===== config.mk =====
export PLATFORM = sky130hd
export DESIGN_NAME = uart_rx_flat
export DESIGN_NICKNAME = d
export VERILOG_FILES = /design/src/rtl/uart_pkg.sv /design/src/rtl/uart_rx_if.sv /design/src/rtl/uart_os_tick_gen.sv /design/src/rtl/uart_rx.sv /design/src/flat_wrapper.sv
export SDC_FILE = /design/constraint.sdc
export NUM_CORES = 1
export LEC_CHECK = 0
export BUFFER_PORTS_ARGS = -buffer_cell sky130_fd_sc_hd__buf_2
export CORE_MARGIN = 1
export CORE_UTILIZATION = 29
export CTS_BUF_LIST = sky130_fd_sc_hd__clkbuf_16
export DETAILED_ROUTE_END_ITERATION = 16
export GPL_TIMING_DRIVEN = 1
export HOLD_SLACK_MARGIN = 0.1
export PLACE_DENSITY = 0.57
export SKIP_CTS_REPAIR_TIMING = 1
export SLEW_MARGIN = 10
export SYNTH_ARGS = -nofsm -noshare
export SYNTH_HDL_FRONTEND = slang
export SYNTH_SLANG_ARGS = --single-unit

===== constraint.sdc =====
create_clock -name clk -period 1.7 [get_ports clk]
set_input_delay 0.085 -clock clk [delete_from_list [all_inputs] [get_ports clk]]
set_output_delay 0.085 -clock clk [all_outputs]
set_load 0.005 [all_outputs]

===== src/rtl/uart_pkg.sv =====
// Shared UART constants: oversample rate, ack byte, rx state encoding, transmitter retry limits.
// The ACK_* states exist only when UART_RX_ACK_EN is defined.
package uart_pkg;

   localparam logic [7:0]  ACK_BYTE         = 8'hCC;
   localparam int unsigned OS_RATE          = 16;
   localparam int unsigned OS_CNT_W         = $clog2(OS_RATE);
   localparam int unsigned OS_MID           = OS_RATE / 2 - 1;
   localparam int unsigned DATA_BITS        = 8;
   localparam int unsigned BIT_CNT_W        = $clog2(DATA_BITS);
   localparam int unsigned ACK_RETRY_MAX    = 3;
   localparam int unsigned ACK_TIMEOUT_BITS = 24;

   typedef enum logic [2:0] {
      IDLE,
      START,
      DATA,
      STOP,
`ifdef UART_RX_ACK_EN
      ACK_START,
      ACK_DATA,
      ACK_STOP,
`endif
      WAIT_IDLE
   } rx_state_t;

   // Oversample divider, floored and never below one clock
   function automatic int unsigned os_div(input int unsigned clk_hz, input int unsigned baud);
      int unsigned d;
      d = clk_hz / (baud * OS_RATE);
      return (d < 1) ? 1 : d;
   endfunction

endpackage


===== src/rtl/uart_rx_if.sv =====
// Serial line and received-byte signals between a UART peer (master) and uart_rx (slave).
interface uart_rx_if;

   logic       rx;
   logic       ack_out;
   logic [7:0] data_out;
   logic       data_valid;
   logic       frame_err;
   logic       rx_busy;

   modport slave (
      input  rx,
      output ack_out,
      output data_out,
      output data_valid,
      output frame_err,
      output rx_busy
   );

   modport master (
      output rx,
      input  ack_out,
      input  data_out,
      input  data_valid,
      input  frame_err,
      input  rx_busy
   );

endinterface


===== src/rtl/uart_os_tick_gen.sv =====
// Free-running divider producing a one-clock os_tick every CLK_HZ/(BAUD*16) clocks.
module uart_os_tick_gen
   import uart_pkg::*;
#(
   parameter int unsigned CLK_HZ = 50_000_000,
   parameter int unsigned BAUD   = 19_200
) (
   input  logic clk,
   input  logic reset,
   output logic os_tick
);

   localparam int unsigned DIV   = os_div(CLK_HZ, BAUD);
   localparam int unsigned CNT_W = (DIV > 1) ? $clog2(DIV) : 1;

   logic [CNT_W-1:0] cnt;

   always_ff @(posedge clk) begin
      if (reset) begin
         cnt     <= '0;
         os_tick <= 1'b0;
      end else if (cnt == CNT_W'(DIV - 1)) begin
         cnt     <= '0;
         os_tick <= 1'b1;
      end else begin
         cnt     <= cnt + CNT_W'(1);
         os_tick <= 1'b0;
      end
   end

endmodule


===== src/rtl/uart_rx.sv =====
// 8N1 MSB-first UART receiver with 16x oversampling; define UART_RX_ACK_EN to return
// an 8'hCC acknowledgement frame on ack_out after each good byte.
module uart_rx
   import uart_pkg::*;
#(
   parameter int unsigned CLK_HZ = 50_000_000,
   parameter int unsigned BAUD   = 19_200
) (
   input  logic       clk,
   input  logic       reset,
   uart_rx_if.slave   bus
);

   logic                 rx_meta, rx_sync, rx_prev;
   logic                 os_tick;
   logic                 rx_fall, os_last, os_mid, bit_last;

   rx_state_t            state, state_nxt;
   logic [OS_CNT_W-1:0]  os_cnt, os_cnt_nxt;
   logic [BIT_CNT_W-1:0] bit_cnt, bit_cnt_nxt;
   logic [7:0]           shreg, shreg_nxt;
   logic [7:0]           data_r, data_nxt;
   logic                 valid_r, valid_nxt;
   logic                 ferr_r, ferr_nxt;
   logic                 busy_r, busy_nxt;
`ifdef UART_RX_ACK_EN
   logic                 stop_ok, stop_ok_nxt;
   logic                 ack_r, ack_nxt;
`endif

   uart_os_tick_gen #(
      .CLK_HZ (CLK_HZ),
      .BAUD   (BAUD)
   ) u_os_tick (
      .clk     (clk),
      .reset   (reset),
      .os_tick (os_tick)
   );

   // Two-flop synchronizer plus one history flop for falling-edge detection
   always_ff @(posedge clk) begin
      if (reset) begin
         rx_meta <= 1'b1;
         rx_sync <= 1'b1;
         rx_prev <= 1'b1;
      end else begin
         rx_meta <= bus.rx;
         rx_sync <= rx_meta;
         rx_prev <= rx_sync;
      end
   end

   assign rx_fall  = rx_prev & ~rx_sync;
   assign os_last  = (os_cnt == OS_CNT_W'(OS_RATE - 1));
   assign os_mid   = (os_cnt == OS_CNT_W'(OS_MID));
   assign bit_last = (bit_cnt == BIT_CNT_W'(DATA_BITS - 1));

   always_ff @(posedge clk) begin
      if (reset) begin
         state   <= IDLE;
         os_cnt  <= '0;
         bit_cnt <= '0;
         shreg   <= '0;
         data_r  <= '0;
         valid_r <= 1'b0;
         ferr_r  <= 1'b0;
         busy_r  <= 1'b0;
`ifdef UART_RX_ACK_EN
         stop_ok <= 1'b0;
         ack_r   <= 1'b1;
`endif
      end else begin
         state   <= state_nxt;
         os_cnt  <= os_cnt_nxt;
         bit_cnt <= bit_cnt_nxt;
         shreg   <= shreg_nxt;
         data_r  <= data_nxt;
         valid_r <= valid_nxt;
         ferr_r  <= ferr_nxt;
         busy_r  <= busy_nxt;
`ifdef UART_RX_ACK_EN
         stop_ok <= stop_ok_nxt;
         ack_r   <= ack_nxt;
`endif
      end
   end

   // Next-state and registered-output logic
   always_comb begin
      state_nxt   = state;
      os_cnt_nxt  = os_cnt;
      bit_cnt_nxt = bit_cnt;
      shreg_nxt   = shreg;
      data_nxt    = data_r;
      valid_nxt   = 1'b0;
      ferr_nxt    = 1'b0;
`ifdef UART_RX_ACK_EN
      stop_ok_nxt = stop_ok;
`endif

      case (state)
         IDLE: begin
            if (rx_fall) begin
               state_nxt  = START;
               os_cnt_nxt = '0;
            end
         end

         START: begin
            if (os_tick) begin
               if (os_mid) begin
                  os_cnt_nxt  = '0;
                  bit_cnt_nxt = '0;
                  state_nxt   = rx_sync ? IDLE : DATA;
               end else begin
                  os_cnt_nxt = os_cnt + OS_CNT_W'(1);
               end
            end
         end

         DATA: begin
            if (os_tick) begin
               if (os_last) begin
                  os_cnt_nxt = '0;
                  shreg_nxt  = {shreg[6:0], rx_sync};
                  if (bit_last) begin
                     bit_cnt_nxt = '0;
                     state_nxt   = STOP;
                  end else begin
                     bit_cnt_nxt = bit_cnt + BIT_CNT_W'(1);
                  end
               end else begin
                  os_cnt_nxt = os_cnt + OS_CNT_W'(1);
               end
            end
         end

         STOP: begin
            if (os_tick) begin
`ifdef UART_RX_ACK_EN
               // After a good stop sample, hold off to the stop-bit boundary before acking
               if (stop_ok) begin
                  if (os_mid) begin
                     os_cnt_nxt  = '0;
                     stop_ok_nxt = 1'b0;
                     state_nxt   = ACK_START;
                  end else begin
                     os_cnt_nxt = os_cnt + OS_CNT_W'(1);
                  end
               end else
`endif
               if (os_last) begin
                  os_cnt_nxt = '0;
                  if (rx_sync) begin
                     data_nxt  = shreg;
                     valid_nxt = 1'b1;
`ifdef UART_RX_ACK_EN
                     stop_ok_nxt = 1'b1;
`else
                     state_nxt = IDLE;
`endif
                  end else begin
                     ferr_nxt  = 1'b1;
                     state_nxt = WAIT_IDLE;
                  end
               end else begin
                  os_cnt_nxt = os_cnt + OS_CNT_W'(1);
               end
            end
         end

         WAIT_IDLE: begin
            if (rx_sync) begin
               state_nxt = IDLE;
            end
         end

`ifdef UART_RX_ACK_EN
         ACK_START: begin
            if (os_tick) begin
               if (os_last) begin
                  os_cnt_nxt  = '0;
                  bit_cnt_nxt = '0;
                  state_nxt   = ACK_DATA;
               end else begin
                  os_cnt_nxt = os_cnt + OS_CNT_W'(1);
               end
            end
         end

         ACK_DATA: begin
            if (os_tick) begin
               if (os_last) begin
                  os_cnt_nxt = '0;
                  if (bit_last) begin
                     bit_cnt_nxt = '0;
                     state_nxt   = ACK_STOP;
                  end else begin
                     bit_cnt_nxt = bit_cnt + BIT_CNT_W'(1);
                  end
               end else begin
                  os_cnt_nxt = os_cnt + OS_CNT_W'(1);
               end
            end
         end

         ACK_STOP: begin
            if (os_tick) begin
               if (os_last) begin
                  os_cnt_nxt = '0;
                  state_nxt  = IDLE;
               end else begin
                  os_cnt_nxt = os_cnt + OS_CNT_W'(1);
               end
            end
         end
`endif

         default: begin
            state_nxt = IDLE;
         end
      endcase

      // Outputs derived from the next state so they switch on the same edge as the state
      busy_nxt = (state_nxt != IDLE);
`ifdef UART_RX_ACK_EN
      ack_nxt = 1'b1;
      if (state_nxt == ACK_START) begin
         ack_nxt = 1'b0;
      end else if (state_nxt == ACK_DATA) begin
         ack_nxt = ACK_BYTE[~bit_cnt_nxt];
      end
`endif
   end

   assign bus.data_out   = data_r;
   assign bus.data_valid = valid_r;
   assign bus.frame_err  = ferr_r;
   assign bus.rx_busy    = busy_r;
`ifdef UART_RX_ACK_EN
   assign bus.ack_out    = ack_r;
`else
   assign bus.ack_out    = 1'b1;
`endif

endmodule

===== src/flat_wrapper.sv =====
// flat-port wrapper written by rule: the top's interface ports become plain ports
module uart_rx_flat import uart_pkg::*;
#(
   parameter int unsigned CLK_HZ = 50_000_000,
   parameter int unsigned BAUD   = 19_200
)
  (clk, reset, bus_rx, bus_ack_out, bus_data_out, bus_data_valid, bus_frame_err, bus_rx_busy);
  uart_rx_if bus_i ();
  input  logic clk;
  input  logic reset;
  input wire logic [$bits(bus_i.rx)-1:0] bus_rx;
  output wire logic [$bits(bus_i.ack_out)-1:0] bus_ack_out;
  output wire logic [$bits(bus_i.data_out)-1:0] bus_data_out;
  output wire logic [$bits(bus_i.data_valid)-1:0] bus_data_valid;
  output wire logic [$bits(bus_i.frame_err)-1:0] bus_frame_err;
  output wire logic [$bits(bus_i.rx_busy)-1:0] bus_rx_busy;
  assign bus_i.rx = bus_rx;
  assign bus_ack_out = bus_i.ack_out;
  assign bus_data_out = bus_i.data_out;
  assign bus_data_valid = bus_i.data_valid;
  assign bus_frame_err = bus_i.frame_err;
  assign bus_rx_busy = bus_i.rx_busy;
  uart_rx #(.CLK_HZ(CLK_HZ), .BAUD(BAUD)) u_core (.clk(clk), .reset(reset), .bus(bus_i));
endmodule

==> impl_metrics.toml <==
[sta]
fin_skew_ps = 2.42
period_needed_ps = 1600
final-setup-viol-count = 0
fin_setup_tns_ps = 0
max_freq_mhz = 624
final_max_slew_viol_count = 0
finalCritPeriodShare_pct = 94.2
setup_slack_ps = 98.1
fin_hold_ws_ps = 189
rsz0062_at_grt = "true"
hold_viol_final = 0

[placement]
place_congestion = 0.800
dp.cells = 267
dp_hpwl_um = 2090
portBuffers = 13
pre_cts_slack_ps = 57.8
place_area_um2 = 1950

[power]
power_density_nw_per_um2 = 917
power_mw = 1.96
leakage_nw = 0.886
seq_power_share_pct = 50.2
power_frac_clock_pct = 46.0
ir_drop_mv = 0.447
switching_share_pct = 21.1
p_switching_mw = 0.415
combPwrFrac_pct = 3.8
internal_power_mw = 1.55

[run]
cap_violations = 0

[layout]
utilization_pct = 37.9
final_cell_mix = "dfxtp_1, nor2_1, mux2i_1, buf_2, buf_4"
final_area_um2 = 2140
final_common_cell = "dfxtp_1"
n_antenna_cell = 0
drive_gt1_share_pct = 23.0
area_delta_synth_final_pct = 23.5
nNetsFinal = 211
final-instance-count-excl-fill = 276

[detailed_routing]
drt-total-wl_um = 3040
ant_nets = 0
drt_iter0_drc = 77
vias = 1267
first_pass_iters = 4
via_per_inst = 4.59
wl_per_cell_um = 11.0
drcViolationCount = 0

[floorplanning]
dieWidth_um = 79.3
core_um2 = 5640
die_y_um = 79.3
start_util_pct = 30.7
rows = 27
io_pins = 15
die-area_um2 = 6280

[setup_path]
reg2reg_depth = 4
critPathRequiredTime_ps = 1930
crit_chain = "or4b_4 > or2_0 > a311oi_2 > or3_1"
max_stage_delay_ps = 560
worstSetupStartpointType = "flip-flop"
cp-end-kind = "flip-flop"
rr_startpoint = "u_core.state[1]$_SDFF_PP0_"
crit_type = "reg -> reg"
cpMaxStageDelayCell = "or4b_4"
r2r_slack_ps = 100
crit_fanout = 5
worst_r2r_endpoint = "u_core.bus.rx_busy$_SDFF_PP0_"
crit_arrival_ps = 1830

[synth]
postSynthAreaPerCell_um2 = 9.73
yosys_warnings = 0
synth_area_um2 = 1730
ys_types = 45
seq_area_frac_synth_pct = 47.4
syn_nets = 186
syn_inst = 178
yosys_register_bits = 41

[clocking]
cts-htree-levels = 2
cts_root_buffer = "clkbuf_16"
path_clk_slew_ps = 60
clk_path_buf_depth = 2
cts_tree = "done"
cts_buffers = 5
cts.sinks = 41
clk_latency_ps = 280

[global_routing]
grt_pass1_wl_um = 5190
overflow = 0
grt_pass1_vias = 1177
grt_max_degree = 20
antenna_found_initial = 0
grt_use_total_pct = 10.9

[min_path]
holdCritStartpoint = "reset"
hold_class = "in -> reg"
min_path_cells = 2
whs_endpoint = "u_core.u_os_tick.cnt[3]$_SDFF_PP0_"

[status]
outcome = "complete, no violations"
[Yosys cell counts (all sizes together)]
library cell | count | area, µm²
dfxtp | 41 | 821
nor2 | 35 | 131
mux2i | 19 | 190
nand3 | 11 | 55.1
buf | 6 | 37.5
xor2 | 6 | 52.6
ha | 5 | 62.6
clkbuf | 4 | 15.0
o21ai | 4 | 20.0
or2 | 4 | 25.0
a211oi | 3 | 27.5
and2 | 3 | 18.8
xnor2 | 3 | 26.3
a21oi | 2 | 10.0
and3 | 2 | 12.5
inv | 2 | 7.51
nand2 | 2 | 7.51
nand2b | 2 | 12.5
nor2b | 2 | 12.5
nor3 | 2 | 10.0
a21o | 1 | 7.51
a221oi | 1 | 8.76
a311oi | 1 | 15.0
a31oi | 1 | 6.26
a32oi | 1 | 8.76
a41o | 1 | 11.3
and4 | 1 | 8.76
conb | 1 | 3.75
mux2 | 1 | 11.3
nand3b | 1 | 7.51
nand4 | 1 | 6.26
nand4b | 1 | 8.76
nor3b | 1 | 7.51
o21a | 1 | 7.51
o21ba | 1 | 10.0
or3 | 1 | 6.26
or3b | 1 | 8.76
or4 | 1 | 7.51
or4b | 1 | 13.8
or4bb | 1 | 11.3
[layer usage]
metal	vias to the layer above	share of wire (%)	track usage (%)
met5	-	0	0
met4	0	2.0	6.00
met3	8	4.6	3.10
met2	23	42	16.4
met1	575	51	14.0
li1	661	-	-
[worst max-delay path: cells and delay by family, from the launching register on]
family	cells	cell delay [ps]
DFF	1	350
and+or+nand+nor	3	930
AOI/OAI and AO/OA	1	270
[power by group through the flow]
stage	Clock, mW	Combinational [mW]	Sequential (mW)
6_report	0.903	0.0736	0.985
5_1_grt	0.971	0.0839	0.986
4_1_cts	0.932	0.0703	0.984
3_5_place_dp	0	0.0698	1.01
3_3_place_gp	0	0.0706	1.01
2_1_floorplan	0	0.0487	1.00
[how the worst max path moves through the flow]
stage	start	end	slack, ps	cells past startpoint
3_5_place_dp	u_core.os_cnt[1]$_SDFFE_PP0P_	u_core.bus.rx_busy$_SDFF_PP0_	60	5
2_1_floorplan	u_core.os_cnt[0]$_SDFFE_PP0P_	u_core.bus.rx_busy$_SDFF_PP0_	90	5
4_1_cts	u_core.os_cnt[1]$_SDFFE_PP0P_	u_core.bus.rx_busy$_SDFF_PP0_	40	5
3_3_place_gp	u_core.os_cnt[1]$_SDFFE_PP0P_	u_core.bus.rx_busy$_SDFF_PP0_	70	5
6_report	u_core.state[1]$_SDFF_PP0_	u_core.bus.rx_busy$_SDFF_PP0_	100	4
5_1_grt	u_core.state[1]$_SDFF_PP0_	u_core.bus.rx_busy$_SDFF_PP0_	-20	4
[final cells by class]
class	count	area, µm²
Fill cell	549	3500
Multi-Input combinational cell	125	885
Sequential cell	41	821
Timing Repair Buffer	28	193
Clock buffer	5	125
Tap cell	72	90.1
Clock inverter	3	17.5
Inverter	2	7.51
[state kept, by name (all words and copies together), names as in the netlist]
signal / flops
u_core.rx_prev: 1
u_core.bus.frame_err: 1
u_core.bus.rx_busy: 1
u_core.rx_sync: 1
u_core.os_cnt: 4
u_core.u_os_tick.cnt: 8
u_core.bit_cnt: 3
u_core.shreg: 8
u_core.bus.data_valid: 1
u_core.state: 3
u_core.rx_meta: 1
u_core.bus.data_out: 8
u_core.u_os_tick.os_tick: 1
[kinds of logic after synthesis]
logic type | synth area share [%]
and+or+nand+nor | 21.5
DFF | 47.4
muxes | 11.6
AOI/OAI and AO/OA | 7.66
buffers and inverters | 3.47
xor gates and xnor gates | 4.55
adders and majority gates | 3.61
other | 0.217
Note: power is estimated with default switching activity, not from simulation.
